### src/rtl/cpu_out_checker_fifo.sv
// Expected-value queue for cpu_out_checker: DEPTH x DATA_W, push/pop/flush,
// wrapping pointers one bit wider than the address.
module chk_fifo #(
    parameter int unsigned DATA_W = 16,
    parameter int unsigned DEPTH  = 16
) (
    input  logic              clk,
    input  logic              rst_n,
    input  logic              push,
    input  logic [DATA_W-1:0] wdata,
    input  logic              pop,
    input  logic              flush,
    output logic              full,
    output logic              empty,
    output logic              last,
    output logic [DATA_W-1:0] head
);

    localparam int unsigned AW = $clog2(DEPTH);
    localparam logic [AW:0] PTR_ONE = {{AW{1'b0}}, 1'b1};
    localparam logic [AW:0] PTR_MSB = {1'b1, {AW{1'b0}}};

    logic [AW:0]       wr_ptr;
    logic [AW:0]       rd_ptr;
    logic [DATA_W-1:0] mem [DEPTH];
    logic              do_push;
    logic              do_pop;

    assign do_push = push && !full;
    assign do_pop  = pop && !empty;

    always_ff @(posedge clk or negedge rst_n) begin
        if (!rst_n) begin
            wr_ptr <= '0;
            rd_ptr <= '0;
        end else if (flush) begin
            wr_ptr <= '0;
            rd_ptr <= '0;
        end else begin
            if (do_push) wr_ptr <= wr_ptr + PTR_ONE;
            if (do_pop)  rd_ptr <= rd_ptr + PTR_ONE;
        end
    end

    always_ff @(posedge clk) begin
        if (do_push && !flush) mem[wr_ptr[AW-1:0]] <= wdata;
    end

    // Full when pointers differ only in the wrap bit.
    assign full  = ((wr_ptr ^ rd_ptr) == PTR_MSB);
    assign empty = (wr_ptr == rd_ptr);
    assign last  = ((wr_ptr - rd_ptr) == PTR_ONE);
    assign head  = mem[rd_ptr[AW-1:0]];

endmodule

### config.mk
export PLATFORM = sky130hd
export DESIGN_NAME = chk_fifo
export DESIGN_NICKNAME = d
export VERILOG_FILES = /design/src/rtl/cpu_out_checker_fifo.sv
export SDC_FILE = /design/constraint.sdc
export NUM_CORES = 1
export LEC_CHECK = 0
export BUFFER_PORTS_ARGS = -buffer_cell sky130_fd_sc_hd__buf_4
export CAP_MARGIN = 20
export CELL_PAD_IN_SITES_DETAIL_PLACEMENT = 0
export CELL_PAD_IN_SITES_GLOBAL_PLACEMENT = 1
export CORE_ASPECT_RATIO = 1.2
export CORE_MARGIN = 4
export CORE_UTILIZATION = 50
export DETAILED_ROUTE_END_ITERATION = 8
export PLACE_DENSITY_LB_ADDON = 0.1
export SLEW_MARGIN = 20
export SYNTH_ARGS = -nofsm -noshare
export SYNTH_HDL_FRONTEND = slang
export SYNTH_SLANG_ARGS = --single-unit
### constraint.sdc
create_clock -name clk -period 4.7 [get_ports clk]
set_clock_uncertainty 0.15 [all_clocks]
set_input_delay 0.47 -clock clk [delete_from_list [all_inputs] [get_ports clk]]
set_output_delay 0.47 -clock clk [all_outputs]
set_load 0.03 [all_outputs]
# Word level (Yosys, flattened, before mapping)
# Memory sizes are Yosys's and may differ from the RTL's.
# Cells that the tools add are included.
# word_totals
ff_bits,10
ramBits,256
input_bits,21
n_memories,1
# classes
eq_ne,3
n_addsub,3
reduce_logical,8
bitwise_logic,1
muxes,6
# mem_list
memory,words,word_bits,read_ports,rd_clocked_by_memory_dff,wr,line_no,text
mem,16,16,1,0,1,25,logic [DATA_W-1:0] mem [DEPTH];
# op_table
op,count
$mux 5,4
$add 5x1->5 const B,2
$eq 5x1->1 const B,1
$eq 5x5->1,1
$eq 5x5->1 const B,1
$sub 5x5->5,1
$xor 5x5->5,1
$reduce_bool 2->1,2
$logic_and 1x1->1,3
$logic_not 1->1,3
$mux 1,2

# Longest topological paths before layout
# logic_depth
depth_word,7
depth_mapped,8

# Worst setup path after synthesis
# No wires, ideal clock.
# synth_timing
kind,reg-to-reg
startpoint,reg rd_ptr[3]
endpoint,mem mem[0][0] (enable)
path_stages_with_launch,9
path_slack_ns,0.920
period_less_slack_ns,3.780
setup_ns,0.409
required_time_ns,4.141
arrival_time_ns,3.220
path_cell_list,dfrtp_1 clkbuf_1 inv_2 buf_2 ha_1 and4_1 a211oi_1 nand2_1 nor3_1
# synth_via
elab_chain_len,7
# synth_lines
item,line_no,text
from (decl),24,logic [AW:0] rd_ptr;
from (signal assigned),41,if (do_pop) rd_ptr <= rd_ptr + PTR_ONE;
$xor 5x5->5,50,assign full = ((wr_ptr ^ rd_ptr) == PTR_MSB);
$eq 5x5->1,50,
$logic_not 1->1,29,assign do_push = push && !full;
$logic_and 1x1->1,29,
$logic_and 1x1->1,46,if (do_push && !flush) mem[wr_ptr[AW-1:0]] <= wdata;
$mux 1,46,
$mux 1 (implied by the code),46,
to (decl),25,
# Every way passes these cells.

# Worst setup path after layout
# layout_timing
startpoint,reg rd_ptr[1]
endpoint,out head[15]
# layout_via
elab_chain_len,1
# layout_lines
item,line_no,text
$mem_v2 16x16,-,
to (decl),16,output logic [DATA_W-1:0] head
# Every way passes these cells.

==> results.yml <==
place:
  dp.cells: 832
  place.port_buffers: 39
  gp_congestion: 0.757
  place_hpwl_mm: 14.5
setup_path:
  critPathTopFamily: "buffers and inverters"
  worst-setup-path-type: "flip-flop to output pin"
  cp_common_cell: "buf_4"
  rr_startpoint: "rd_ptr[1]"
  cp.arrival_ps: 3350
  r2r_end: "mem[4][0]"
  worst_setup_path_end_kind: "output pin"
  ff2ff_path_depth: 6
  slowest_stage: "dfrtp_4"
  critPathLaunchType: "flip-flop"
  slowest_delay_ps: 620
  rrSetupSlack_ps: 1220
  required_ps: 4080
  crit_buf_inv: 3
  cp_cell_sequence: "buf_4, buf_4, mux2i_1, a22oi_1, mux2i_1, o21ai_0, buf_4"
  path_max_fanout: 43
synthesis:
  synth-seq-cells: 266
  syn_inst: 528
  synth_area_sq_mm: 0.0106
  synth_edf_count: 256
  synth.yosys.seq_area_share: 0.749
  postSynthAreaPerCell_sq_um: 20.1
  ys_warn_count: 0
  async_flop_share: 0.0376
  synth_cell_types: 40
  synth_ff_type: "edfxtp_1"
  syn-num-nets: 559
grt:
  grt_max_degree: 44
  grt_pass1_wl_mm: 35.9
  globalRoute.totalOverflow: 0
  grt_pass1_vias: 5409
  track_usage: 0.207
  antenna_found_initial: 1
clock_tree:
  htree_levels: 1
  clk_pin_slew_ps: 60
  cts-root-buf: "clkbuf_16"
  cts_resized: 0
  cts_hold_buf: 1
  postCtsSetupRepairBufs: 0
  cts.path.max_buffers: 3
  cts_buffers: 27
  clock_latency_ps: 520
  numClockSinks: 266
  cts_tree: "built"
cells_and_area:
  area_delta_synth_final_pct: 14.7
  fin_nets: 624
  drive_gt1_frac: 0.260
  num-fill-cells: 1589
  n_antenna_cell: 0
  final_cells: 882
timing:
  maxSlewViolCount: 0
  slew_headroom: 0.263
  fin_hold_ws_ps: 62.2
  min_period_over_period: 0.844
  max_freq_mhz: 252
  worst_pin_slew_ps: 1100
  rsz0062_at_grt: "false"
  hold_violations: 0
  fin_tns_setup_ps: 0
  fin_crit_ps: 3970
  setup_viol_count_final: 0
hold_path:
  hold_depth: 2
  whs_endpoint: "wr_ptr[3]"
  hold_start: "flush"
  hold_path_class: "primary input to flip-flop"
drt:
  first_pass_iters: 5
  met3_length_mm: 1.59
  drt_wl_total_mm: 23.9
  dr_wl_met2_mm: 12.0
  drt-initial-drc-count: 552
  highest_layer: "met5"
  m1WireLength_mm: 9.95
  drc: 0
  wl_per_cell_um: 27.1
  antenna_left: 0
  vias_per_cell: 6.01
  num_vias: 5297
floorplanning:
  die_w_um: 141
  die_area_sq_mm: 0.0236
  io_pins: 40
  die_h_um: 167
  fp-row-count: 58
  core_sq_mm: 0.0209
  start_util: 0.507
power_and_ir_drop:
  total_leakage_power_nw: 3.91
  vdd.ir_drop.worst_mv: 0.358
  power.density_mw_per_mm2: 435
  power.total_w: 0.00529
run_status:
  outcome: "complete, no violations"
flow_run:
  maxCapViolations: 0
power by group:
part	switching, W	internal, W
clock	0.000826	0.00111
sequential	0.0000294	0.00262
combinational	0.000390	0.000310
total	0.00125	0.00405
stage by stage:
| step | setup slack [ps] | utilization | cell area [sq um] |
|---|---|---|---|
| after global placement | 1180 | 0.540 | 11300 |
| final | 731 | 0.581 | 12200 |
| after global routing | 517 | 0.581 | 12200 |
| after floorplan | 920 | - | 10600 |
| after detailed placement | 1190 | 0.541 | 11300 |
| after CTS | 674 | 0.580 | 12100 |
placed cells by master, fill, tap and decap left out, types with 3 or more instances in the layout:
cell       count
nor2_1        12
buf_4         59
clkinv_1       7
edfxtp_1     256
mux4_1         4
clkbuf_1      10
clkbuf_16     27
nor2_2         9
xnor2_1        7
nor3_2         4
ha_1           9
a22oi_1       16
o21ai_1       10
mux2i_1       50
mux4_2        44
nor2_4         3
a211oi_1       3
nand2_1        6
a32oi_1       16
nor2b_1        3
or3_1          3
inv_1          5
dfrtp_1        8
o21ai_0       11
Yosys cell counts, drive strengths merged, types with 2 or more instances:
master	n	area [sq um]
nand2b	2	12.5
mux2i	50	500
a22oi	16	120
buf	15	91.3
or3	3	18.8
nor2	24	90.1
dfrtp	10	250
a32oi	16	140
nand2	6	22.5
ha	9	113
a211oi	3	22.5
inv	6	22.5
nor2b	3	18.8
xor2	3	33.8
mux4	48	1100
o21a	2	15.0
o21ai	21	105
edfxtp	256	7690
xnor2	7	61.3
clkbuf	12	47.6
nor3	4	20.0
registers in the layout (all words and copies together) (netlist names):
name and count:
wr_ptr 5, rd_ptr 5, mem 256
layout make-up:
type / instances / area (sq um) / share of cell area
clock buffer: 37 / 713 / 0.0587
clock inverter: 11 / 81.3 / 0.00669
inverter: 7 / 26.3 / 0.00216
multi-input combinational: 228 / 2550 / 0.210
sequential: 266 / 7950 / 0.654
tap: 270 / 338 / 0.0278
timing repair buffer: 63 / 494 / 0.0407
worst register-to-register path, cell delays in order (launching register included):
cell and delay, ps:
dfrtp_4 620, inv_1 100, ha_1 310, and4_1 250, a211oi_1 470, nand2_1 280, nor2_2 920
how the worst max path moves through the flow:
| stage | endpoint | slack (ps) | start | depth (start not counted) |
|---|---|---|---|---|
| after floorplan | mem[0][0] | 920 | rd_ptr[3] | 8 |
| after CTS | head[15] | 670 | rd_ptr[1] | 7 |
| after global routing | head[15] | 520 | rd_ptr[1] | 7 |
| final | head[15] | 730 | rd_ptr[1] | 7 |
| after global placement | mem[8][4] | 1180 | rd_ptr[1] | 6 |
| after detailed placement | mem[7][6] | 1190 | rd_ptr[1] | 6 |
logic make-up after synthesis:
| logic type | synth area share |
|---|---|
| flops | 0.749 |
| mux | 0.151 |
| compound gates | 0.0423 |
| simple gates | 0.0204 |
| buf+inv | 0.0156 |
| xor+xnor | 0.00898 |
| fa+ha+maj | 0.0125 |
metal layers:
metal  global-route usage  vias to the layer above
li1                     -                     2315
met1                0.295                     2793
met2                0.340                      160
met3               0.0411                       27
met4               0.0413                        2
met5                    0                        -
No activity file was read; power rests on OpenSTA's default activity.
